==> src/rtl/rv32i_pkg.sv <==
// Shared definitions for the rv32_cpu memory/writeback stage: FSM state encoding and load
// width codes.
package rv32i_pkg;

  typedef enum logic [1:0] {
    IDLE    = 2'd0,
    WR_REQ  = 2'd1,
    RD_REQ  = 2'd2,
    RD_WAIT = 2'd3
  } state_e;

  localparam logic [1:0] WIDTH_BYTE  = 2'd0;
  localparam logic [1:0] WIDTH_HWORD = 2'd1;
  localparam logic [1:0] WIDTH_WORD  = 2'd2;

endpackage

==> src/rtl/rv32i_load_align.sv <==
// Combinational load aligner: selects the addressed byte/halfword lane of a read word and
// sign- or zero-extends it to 32 bits.
module rv32i_load_align
  import rv32i_pkg::*;
(
  input  logic [31:0] data_i,
  input  logic [1:0]  offset_i,
  input  logic [1:0]  width_i,
  input  logic        unsigned_i,
  output logic [31:0] data_o
);

  logic [31:0] lane;
  logic        sign_bit;

  always_comb begin
    lane     = data_i >> {offset_i, 3'b000};
    sign_bit = 1'b0;
    data_o   = lane;
    case (width_i)
      WIDTH_BYTE: begin
        sign_bit = lane[7] & ~unsigned_i;
        data_o   = {{24{sign_bit}}, lane[7:0]};
      end
      WIDTH_HWORD: begin
        sign_bit = lane[15] & ~unsigned_i;
        data_o   = {{16{sign_bit}}, lane[15:0]};
      end
      // Width code 3 behaves as a full word.
      default: data_o = lane;
    endcase
  end

endmodule

==> src/rtl/rv32i_mem_wb.sv <==
// Memory-access and writeback stage: runs one load/store at a time on a wait-stated bus,
// aligns load data and drives the register-file write port.
module rv32i_mem_wb
  import rv32i_pkg::*;
#(
  parameter int unsigned RD_TIMEOUT = 255
) (
  input  logic        clk,
  input  logic        reset_n,
  input  logic [4:0]  alu_rd,
  input  logic [31:0] alu_c,
  input  logic        alu_load,
  input  logic        alu_store,
  input  logic [31:0] alu_addr,
  input  logic [3:0]  alu_st_be,
  input  logic [1:0]  alu_ld_width,
  input  logic        alu_ld_unsigned,
  input  logic [1:0]  alu_ld_offset,
  output logic        stall,
  output logic [31:0] mem_address,
  output logic [3:0]  mem_byteenable,
  output logic [31:0] mem_writedata,
  output logic        mem_read,
  output logic        mem_write,
  input  logic        mem_waitrequest,
  input  logic [31:0] mem_readdata,
  input  logic        mem_readdatavalid,
  output logic        wb_we,
  output logic [4:0]  wb_rd,
  output logic [31:0] wb_data,
  output logic        bus_error
);

  localparam logic [7:0] TimeoutCnt = 8'(RD_TIMEOUT);

  state_e      state_q, state_d;
  logic [31:0] addr_q, addr_d;
  logic [3:0]  be_q, be_d;
  logic [31:0] wdata_q, wdata_d;
  logic [4:0]  rd_q, rd_d;
  logic [1:0]  width_q, width_d;
  logic        uns_q, uns_d;
  logic [1:0]  off_q, off_d;
  logic [7:0]  cnt_q, cnt_d;
  logic        mem_read_q, mem_read_d;
  logic        mem_write_q, mem_write_d;
  logic        wb_we_q, wb_we_d;
  logic [4:0]  wb_rd_q, wb_rd_d;
  logic [31:0] wb_data_q, wb_data_d;
  logic        bus_error_q, bus_error_d;

  logic [31:0] aligned;
  logic        timeout;

  rv32i_load_align u_load_align (
    .data_i     (mem_readdata),
    .offset_i   (off_q),
    .width_i    (width_q),
    .unsigned_i (uns_q),
    .data_o     (aligned)
  );

  assign timeout = (cnt_q + 8'd1) == TimeoutCnt;

  always_ff @(posedge clk) begin
    if (!reset_n) begin
      state_q <= IDLE;
    end else begin
      state_q <= state_d;
    end
  end

  always_comb begin
    state_d = state_q;
    case (state_q)
      IDLE: begin
        if (alu_load) begin
          state_d = RD_REQ;
        end else if (alu_store) begin
          state_d = WR_REQ;
        end
      end
      WR_REQ:  if (!mem_waitrequest) state_d = IDLE;
      RD_REQ:  if (!mem_waitrequest) state_d = RD_WAIT;
      RD_WAIT: if (mem_readdatavalid || timeout) state_d = IDLE;
      default: state_d = IDLE;
    endcase
  end

  always_comb begin
    addr_d      = addr_q;
    be_d        = be_q;
    wdata_d     = wdata_q;
    rd_d        = rd_q;
    width_d     = width_q;
    uns_d       = uns_q;
    off_d       = off_q;
    cnt_d       = cnt_q;
    mem_read_d  = 1'b0;
    mem_write_d = 1'b0;
    wb_we_d     = 1'b0;
    wb_rd_d     = wb_rd_q;
    wb_data_d   = wb_data_q;
    bus_error_d = 1'b0;
    case (state_q)
      IDLE: begin
        if (alu_load) begin
          addr_d     = alu_addr;
          be_d       = 4'b1111;
          rd_d       = alu_rd;
          width_d    = alu_ld_width;
          uns_d      = alu_ld_unsigned;
          off_d      = alu_ld_offset;
          mem_read_d = 1'b1;
        end else if (alu_store) begin
          addr_d      = alu_addr;
          be_d        = alu_st_be;
          wdata_d     = alu_c;
          mem_write_d = 1'b1;
        end else if (alu_rd != 5'd0) begin
          wb_we_d   = 1'b1;
          wb_rd_d   = alu_rd;
          wb_data_d = alu_c;
        end
      end
      WR_REQ: mem_write_d = mem_waitrequest;
      RD_REQ: begin
        mem_read_d = mem_waitrequest;
        if (!mem_waitrequest) cnt_d = 8'd0;
      end
      RD_WAIT: begin
        if (mem_readdatavalid) begin
          if (rd_q != 5'd0) begin
            wb_we_d   = 1'b1;
            wb_rd_d   = rd_q;
            wb_data_d = aligned;
          end
        end else begin
          cnt_d       = cnt_q + 8'd1;
          bus_error_d = timeout;
        end
      end
      default: ;
    endcase
  end

  always_ff @(posedge clk) begin
    if (!reset_n) begin
      addr_q      <= '0;
      be_q        <= '0;
      wdata_q     <= '0;
      rd_q        <= '0;
      width_q     <= '0;
      uns_q       <= 1'b0;
      off_q       <= '0;
      cnt_q       <= '0;
      mem_read_q  <= 1'b0;
      mem_write_q <= 1'b0;
      wb_we_q     <= 1'b0;
      wb_rd_q     <= '0;
      wb_data_q   <= '0;
      bus_error_q <= 1'b0;
    end else begin
      addr_q      <= addr_d;
      be_q        <= be_d;
      wdata_q     <= wdata_d;
      rd_q        <= rd_d;
      width_q     <= width_d;
      uns_q       <= uns_d;
      off_q       <= off_d;
      cnt_q       <= cnt_d;
      mem_read_q  <= mem_read_d;
      mem_write_q <= mem_write_d;
      wb_we_q     <= wb_we_d;
      wb_rd_q     <= wb_rd_d;
      wb_data_q   <= wb_data_d;
      bus_error_q <= bus_error_d;
    end
  end

  assign stall          = (state_q != IDLE);
  assign mem_address    = addr_q;
  assign mem_byteenable = be_q;
  assign mem_writedata  = wdata_q;
  assign mem_read       = mem_read_q;
  assign mem_write      = mem_write_q;
  assign wb_we          = wb_we_q;
  assign wb_rd          = wb_rd_q;
  assign wb_data        = wb_data_q;
  assign bus_error      = bus_error_q;

endmodule
==> config.mk <==
export PLATFORM = sky130hd
export DESIGN_NAME = rv32i_mem_wb
export DESIGN_NICKNAME = d
export VERILOG_FILES = /design/src/rtl/rv32i_pkg.sv /design/src/rtl/rv32i_load_align.sv /design/src/rtl/rv32i_mem_wb.sv
export SDC_FILE = /design/constraint.sdc
export NUM_CORES = 1
export LEC_CHECK = 0
export ABC_CLOCK_PERIOD_IN_PS = 3560
export BUFFER_PORTS_ARGS = -buffer_cell sky130_fd_sc_hd__buf_4
export CORE_AREA = 2 2 131 197
export DETAILED_ROUTE_END_ITERATION = 10
export DIE_AREA = 0 0 133 199
export GPL_ROUTABILITY_DRIVEN = 0
export SKIP_LAST_GASP = 1
export SLEW_MARGIN = 20
export SYNTH_ARGS = -nofsm -noshare
export SYNTH_HDL_FRONTEND = slang
export SYNTH_HIERARCHICAL = 1
export SYNTH_SLANG_ARGS = --single-unit
==> constraint.sdc <==
create_clock -name clk -period 3.56 [get_ports clk]
set_input_delay 0.534 -clock clk [delete_from_list [all_inputs] [get_ports clk]]
set_output_delay 0.534 -clock clk [all_outputs]
set_load 0.05 [all_outputs]
---- After elaboration in Yosys (flattened, before gate mapping) ----
Cells that the tools add are included.
W data, S select, Z words.
word-level totals
  bits of input ports ..................... 116
  bits in latches ......................... 0
  memories ................................ 0
  word-level logic and storage cells ...... 91
  RAM bits ................................ 0
  register bits after elaboration ......... 129
  output and inout port bits .............. 110
  memory bits (read-only) ................. 0
cells by class
  add/sub/neg operators ................... 1
  magnitude comparators ................... 0
  eq/ne operators ......................... 15
  bitwise gates (word level) .............. 6
  multipliers ............................. 0
  divide/modulo/power cells ............... 0
  shift-type cells ........................ 1
  reduce and logical (&&, ||, !) cells .... 16
  multiplexer cells ....................... 37
operators with widths
  cell                   count
  $mux W32               7
  $pmux W32 S2           2
  $shr A32 B5 Y32        1
  $mux W5                5
  $ne A2 B2 Y1 const B   9
  $mux W8                2
  $pmux W8 S2            1
  $mux W2                5
  $pmux W5 S2            1
  $reduce_bool A5 Y1     2
  $add A8 B1 Y8 const B  1
  $eq A8 B8 Y1 const B   1
  $mux W1                8
  $mux W4                2
  $pmux W2 S4            1
  $reduce_bool A2 Y1     4
  $pmux W1 S2            3
  $reduce_and A3 Y1      2
  $reduce_and A6 Y1      1
  $eq A2 B1 Y1 const B   2
  $eq A2 B2 Y1 const B   2
  $logic_not A2 Y1       2
  $not A1 Y1             4
  $reduce_and A2 Y1      2
  5 further kinds        6

---- Depth between registers and ports, before layout ----
Gate-level depths: netlist (run 1).
  depth after elaboration ................. 6
  mapped depth ............................ 9
  gate-level depth less buffers ........... 7

---- Modules after synthesis ----
The synthesis (run 1) kept the hierarchy.
by module, submodules not included
  module            area each (um^2)  instances  cells an instance  seq. area each (um^2)
  rv32i_mem_wb      5,367.6           1          625                2,582.5
  rv32i_load_align  768.2             1          103                0.0

---- Worst setup path after synthesis (run 1) ----
No wires, ideal clock.
  kind .................................... register -> register
  from .................................... register state_q[1]
  to ...................................... register wb_data_q[10], in the netlist wb_data[10]
  data required time ...................... 3.414 ns
  arrival time ............................ 1.862 ns
  slack ................................... 1.552 ns
  setup time .............................. 0.146 ns
  buffers on the path ..................... 2
  stages on the path, launching flop included .. 9
  period minus slack after synthesis ...... 2.008 ns
  cell sequence ........................... dfxtp_1 > inv_1 > ha_1 > or3b_1 > o21bai_1 > a22oi_2 > buf_4 > buf_2 > a211oi_2
on the way
  word-level cells in the longest chain between the ends .. 3
  elaborated cells on any way between the ends .. 10
  those cells by class .................... eq/ne (6); mux (1); reduce/logical (3)
RTL lines
  item                                                                 RTL line             RTL
  start: declaration                                                   rv32i_mem_wb.sv:36   state_e state_q, state_d;
  start signal: assignment                                             rv32i_mem_wb.sv:69   state_q <= state_d;
  $eq A2 B2 Y1 or $logic_not A2 Y1 (tied branches)                     rv32i_mem_wb.sv:105  case (state_q)
  $ne A2 B2 Y1 (no source line) or $reduce_bool A2 Y1 (tied branches)  n/a
  $reduce_and A6 Y1 (no source line)                                   n/a
  end signal: assignment                                               rv32i_mem_wb.sv:176  wb_data_q <= wb_data_d;
  end: declaration                                                     rv32i_mem_wb.sv:49   logic [31:0] wb_data_q, wb_data_d;
Parallel ways exist; a longest one is shown, timed or not.
A chain may end at the register's enable or synchronous reset.

---- Worst setup path after layout (run 1) ----
  from .................................... register state_q[0]
  to ...................................... register wb_data_q[25], in the netlist wb_data[25]
Same word-level chain as after synthesis.

==> key figures, run 1 <==
Timing
  • Worst slew pin tran: between 0.8 and 0.9 ns
  • Final Skew: 0.00939 ns
  • Min Tclk post-route: approximately 2.4 ns
  • Slew Limit Headroom: 0.402
  • Tcrit/Tclk final: 0.674
  • Setup TNS: 0 ns
  • Fmax: 417 MHz
  • Final hold vios: 0
  • Final Max Tran Viols: 0
  • RSZ-0062 raised after global routing: false
  • Count of final setup violators: 0

Critical path
  • Max stage delay on crit path: about 0.44 ns
  • Slowest CP cell: or3b_1
  • Worst Path Max Fanout: 38
  • CP required: 3.90 ns
  • CP top delay family: compound AO/OA/AOI/OAI gates
  • RR Startpoint: state_q[0]
  • CP Launch Point: state_q[0]
  • Critical path buffers and inverters: 2
  • Startpoint Class: flip-flop
  • Crit path arrival time: about 2.7 ns
  • R2R setup slack: 1.16 ns
  • CP Class: flip-flop to flip-flop
  • CP Cell Sequence: inv_1, ha_1, or3b_1, o21bai_1, a22oi_2, buf_4, nor2_1, a211oi_2
  • Crit end category: flip-flop

Logic synthesis
  • Sequential share of the synthesized area: 0.421
  • Post-Syn Instances: around 730
  • Fraction of registers with async set/reset: 0
  • Share of the synthesized area in the top cell type: 0.421
  • Synthesized area: approximately 0.006 mm^2
  • Post-synth EDFFs: 0
  • Synth area leaders: dfxtp_1 42%, nand2_1 9.8%, a21oi_1 9.1%, mux2i_1 9.0%, a211oi_2 6.1%
  • YS warnings: 6
  • Count leader, synth: nand2_1
  • FF+latch count, synth: 129
  • Post-synth top cells: 161 x nand2_1, 129 x dfxtp_1, 111 x a21oi_1, 55 x mux2i_1, 55 x nor2_1
  • Syn nets: between 800 and 900
  • Area leader, netlist: dfxtp_1
  • Post-Syn Area per Cell: 8.43 um^2
  • Synth unique cells: 51
  • Ys flop type: dfxtp_1

Clock network
  • Post-cts repair resize count: 0
  • TritonCTS buffer count: 17
  • Hold_buf cts: 0
  • # clock sinks: between 100 and 150
  • CTS tree: built
  • Clock Latency Late Sink: 0.42 ns
  • CTS root buf: clkbuf_16
  • Register clock-pin slew on the reported worst setup and hold paths: roughly 0.060 ns
  • Post-CTS setup buffer count: 0
  • H-tree Lvls: 4
  • Clk buf depth: 2

Final layout
  • Final Instance Count excl. Fillers: ~1.3k
  • Synth-to-Final Area Change: 41.7%
  • Antenna diodes: 0
  • Nets@finish: 1050
  • Fraction of layout cells with a size suffix above 1: 0.339
  • Fin util: 0.351

Global routing
  • Tot GR Track Use: 0.153
  • Largest net degree at the start of global routing: between 50 and 60
  • Initial antenna violation count: 0
  • GR Overflow Total: 0
  • Vias in the first global route: 5563
  • First-pass GRT wire length: between 30000 and 40000 um

Flow run
  • Max-cap violation count: 0

Drt
  • Initial DRC count: about 230
  • DRT antenna net count: 0
  • Post-Route WL: between 20000 and 25000 um
  • Via count: around 5.8k
  • Vias per cell: ~4.6
  • First-pass detailed-route iteration total: 6
  • Wire per inst: approximately 16 um
  • # DRC: 0

Placement
  • Final HPWL DP: between 15000 and 20000 um
  • Port Buf Inserts: 225
  • Cells after DPL: between 1k and 1.5k

Die
  • Total core area: 0.0248 mm^2
  • Die area: ~0.026 mm^2
  • Initial core utilization: 0.248
  • Die width: 133 um
  • Num rows: between 70 and 80
  • I/O Pins: roughly 230
  • Die H: roughly 200 um

Power
  • Worst ir drop on vdd: around 0.33 mV
  • Leak: about 3.5 nW
  • Pwr/cell area: 744 mW/mm^2
  • Power Total: 6.47 mW

Hold path
  • Min-delay src: alu_st_be[3]
  • Worst hold path class: primary input to flip-flop

Status
  • Status: complete, no violations
[layout make-up]
cell class	instances	area [um^2]
well taps	328	410
clock inverters	9	155
multi-input cells	538	3270
inverters	7	28.8
fillers	2610	16100
clock buffers	23	468
flip-flops and latches	129	2580
repair buffers	235	1780
[placed cells by master, fill, tap and decap left out, types with 2 or more instances in the layout]
cell type / count
nor2b_1: 13
o2bb2ai_1: 8
or4_1: 2
o21bai_1: 2
clkbuf_1: 4
bufinv_16: 4
o21ai_0: 11
mux2_4: 2
or3_1: 4
dfxtp_1: 129
nor2_2: 3
mux2_2: 2
nand4_1: 2
a211oi_1: 17
a21o_1: 3
clkbuf_8: 2
nand3_1: 4
a21oi_1: 111
clkinv_4: 2
ha_1: 5
or2_2: 10
nand2b_1: 2
clkinv_2: 2
nor2_1: 53
clkbuf_16: 17
o22ai_1: 12
and3_1: 3
buf_4: 234
nand2_1: 161
mux2i_1: 55
inv_1: 6
a211oi_2: 30
[metrics by stage]
stage / hold WS, ns / setup WS [ns] / cell area (um^2)
5_1_grt: 0.336 / 0.988 / 8690
3_5_place_dp: 0.447 / 1.17 / 8070
6_report: 0.351 / 1.16 / 8690
2_1_floorplan: 0.441 / 1.55 / 6140
4_1_cts: 0.323 / 1.15 / 8690
3_3_place_gp: 0.443 / 1.27 / 8070
[layer usage]
layer,part of all wire,vias to the layer above,GRT usage,wire [um]
met1,0.39,2653,0.165,8000
met3,0.061,32,0.0443,1250
met2,0.52,186,0.274,10700
met5,0,-,0,0
li1,-,2937,-,-
met4,0.027,0,0.0709,549
[state kept, by name, indices dropped and copies added, names as in the netlist, 2 cells and up]
| signal | cells |
|---|---|
| mem_address | 32 |
| state_q | 2 |
| wb_rd | 5 |
| wb_data | 32 |
| cnt_q | 8 |
| rd_q | 5 |
| mem_byteenable | 4 |
| width_q | 2 |
| mem_writedata | 32 |
| off_q | 2 |
[path summary, 6_finish.rpt]
path	end	depth (start not counted)
worst max register to register	wb_data[25]	8
worst min register to register	mem_writedata[10]	2
worst max-delay path	wb_data[25]	8
worst min-delay path	mem_byteenable[3]	3
[worst register-to-register path: cells and delay by family (launching register included)]
family	cells	cell delay, ns
compound gates	3	0.60
fa+ha+maj	1	0.28
buf+inv	2	0.52
flops	1	0.35
simple gates	2	0.57
[power breakdown]
part,switching (mW),internal (mW),total [mW]
Clock,0.654,1.21,1.86
Sequential,0.171,1.71,1.88
Combinational,1.84,0.882,2.72
[kinds of logic after synthesis]
family / count (synthesis) / synth area share
and+or+nand+nor: 266 / 0.186
adders and majority gates: 6 / 0.0122
xor gates and xnor gates: 1 / 0.00143
DFF: 129 / 0.421
AOI/OAI and AO/OA: 206 / 0.234
muxes: 59 / 0.0983
buffers and inverters: 61 / 0.0477
Power figures use the tool's default switching activity.
==> run 2: changes to the inputs <==
--- a/config.mk
+++ b/config.mk
@@ -5,7 +5,7 @@
 export SDC_FILE = /design/constraint.sdc
 export NUM_CORES = 1
 export LEC_CHECK = 0
-export ABC_CLOCK_PERIOD_IN_PS = 3560
+export ABC_CLOCK_PERIOD_IN_PS = 2500
 export BUFFER_PORTS_ARGS = -buffer_cell sky130_fd_sc_hd__buf_4
 export CORE_AREA = 2 2 131 197
 export DETAILED_ROUTE_END_ITERATION = 10
==> constraint.sdc (replaced) <==
create_clock -name clk -period 2.5 [get_ports clk]
set_input_delay 0.375 -clock clk [delete_from_list [all_inputs] [get_ports clk]]
set_output_delay 0.375 -clock clk [all_outputs]
set_load 0.05 [all_outputs]
==> key figures, run 2 (synthesis results as in run 1) <==
Power
  • Worst ir drop on vdd: 0.493 mV
  • Pwr/cell area: between 1000 and 1500 mW/mm^2
  • Seq pwr share: 0.291
  • Leak: 3.51 nW
  • Combinational Power Share: 0.434
  • Int Pwr: 5.31 mW
  • Switching share of total power: 0.419
  • Clock power share: 0.275
  • Sw Pwr: around 3.8 mW

Timing
  • Final Skew: between 0.007 and 0.008 ns
  • Min Tclk post-route: around 2.3 ns
  • RSZ-0062 raised after global routing: false
  • Hold WS: approximately 0.19 ns
  • Final Max Tran Viols: 0
  • Final hold vios: 0
  • Fmax: between 400 and 500 MHz
  • Worst slew pin tran: just over 0.9 ns
  • Tcrit/Tclk final: 0.914
  • Count of final setup violators: 0
  • Setup TNS: 0 ns
  • Slew Limit Headroom: 0.395

Final layout
  • Synth-to-Final Area Change: 42.6%
  • Fraction of layout cells with a size suffix above 1: 0.345
  • Most common cell after layout, fill and taps aside: buf_4
  • Layout fillers: between 2k and 3k
  • Post-route cell area: 0.00875 mm^2
  • Commonest non-fill, non-tap cells in the layout: 238 x buf_4, 161 x nand2_1, 129 x dfxtp_1
  • Final Instance Count excl. Fillers: roughly 1.3k
  • Nets@finish: 1057
  • Fin util: 0.353

Clock network
  • Post-CTS setup buffer count: 0
  • Register clock-pin slew on the reported worst setup and hold paths: ~0.060 ns
  • Clk buf depth: 2
  • H-tree Lvls: 4
  • CTS root buf: clkbuf_16
  • Clock Latency Late Sink: around 0.42 ns
  • Post-cts repair resize count: 0
  • CTS tree: built
  • Hold_buf cts: 0
  • TritonCTS buffer count: 17
  • # clock sinks: approximately 130

Global routing
  • Vias in the first global route: a little under 6k
  • Largest net degree at the start of global routing: 46
  • First-pass GRT wire length: around 32000 um
  • Tot GR Track Use: 0.158
  • Initial antenna violation count: 1
  • GR Overflow Total: 0

Flow run
  • Max-cap violation count: 0

Placement
  • Port Buf Inserts: around 230
  • Cells after DPL: between 1k and 1.5k
  • Final HPWL DP: 16000 um
  • Placed Instance Area: approximately 0.0082 mm^2

Drt
  • Post-Route WL: about 21000 um
  • DRT antenna net count: 0
  • Wire per inst: between 15 and 20 um
  • Initial DRC count: 249
  • First-pass detailed-route iteration total: 5
  • Vias per cell: around 4.7
  • Via count: 5929
  • # DRC: 0

Die
  • Initial core utilization: 0.248
  • Total core area: approximately 0.025 mm^2
  • I/O Pins: 226
  • Die H: 199 um
  • Num rows: between 70 and 80
  • Die width: between 100 and 150 um
  • Die area: around 0.026 mm^2

Critical path
  • CP Class: flip-flop to flip-flop
  • R2R depth: 8
  • CP required: roughly 2.8 ns
  • R2R setup slack: 0.21 ns
  • RR Startpoint: state_q[1]
  • Startpoint Class: flip-flop
  • Crit path arrival time: roughly 2.6 ns
  • Crit end category: flip-flop
  • RR Endpoint: wb_data[17]
  • Worst Path Max Fanout: 38

Hold path
  • WHS Endpoint: mem_byteenable[2]
  • Worst hold path class: primary input to flip-flop
  • Worst hold path stage count: 3
  • Min-delay src: alu_st_be[2]

Status
  • Status: complete, no violations
run 2: cell count changes in the layout (fill, tap and decap cells not counted), sizes merged:
cell / before / now
buf: 235 / 242
diode: 0 / 1
clkbuf: 23 / 20
clkinv: 4 / 5
clkinvlp: 1 / 2
bufinv: 4 / 3
run 2: power by group through the flow:
stage                     Sequential, mW  Combinational [mW]  Clock [mW]
after floorplan                     3.81                1.68           0
after global placement              2.69                3.97           0
after detailed placement            2.70                4.01           0
after CTS                           2.66                4.02        2.59
after global routing                2.71                4.28        2.68
final                               2.66                3.97        2.52
run 2: final cells by class:
| type | instances | area [um^2] | share of cell area |
|---|---|---|---|
| clock inverter | 10 | 138 | 0.0157 |
| antenna | 1 | 2.50 | 0.000286 |
| inverter | 7 | 28.8 | 0.00329 |
| clock buffer | 20 | 447 | 0.0511 |
| multi-input combinational | 538 | 3270 | 0.374 |
| timing repair buffer | 242 | 1870 | 0.213 |
| tap | 328 | 410 | 0.0469 |
| sequential | 129 | 2580 | 0.295 |
run 2: worst max path at each step:
stage,cells past startpoint,from,endpoint
floorplan,8,state_q[1],wb_data[10]
global placement,8,state_q[1],wb_rd[2]
detailed placement,8,state_q[1],wb_data[31]
CTS,8,state_q[1],wb_data[17]
global route,8,state_q[0],wb_data[18]
finish,8,state_q[1],wb_data[17]
run 2: critical path, cell delays in order (launching register included):
cell,delay (ns)
dfxtp_1,0.34
inv_1,0.10
ha_1,0.28
or3b_1,0.42
o21bai_1,0.20
a22oi_2,0.31
buf_12,0.26
nor2_1,0.07
a211oi_2,0.20
run 2: layer usage:
| metal | vias up | GRT usage | routed length [um] | part of all wire |
|---|---|---|---|---|
| met4 | 0 | 0.0777 | 704 | 0.033 |
| met1 | 2742 | 0.170 | 8160 | 0.39 |
| li1 | 2941 | - | - | - |
| met2 | 203 | 0.284 | 11000 | 0.52 |
| met5 | - | 0 | 0 | 0 |
| met3 | 43 | 0.0408 | 1250 | 0.059 |
run 2: metrics by stage:
stage,power [mW],worst slack [ns]
after floorplan,5.48,0.492
after global placement,6.67,0.323
after detailed placement,6.72,0.237
after CTS,9.27,0.218
after global routing,9.67,0.0345
final,9.15,0.214
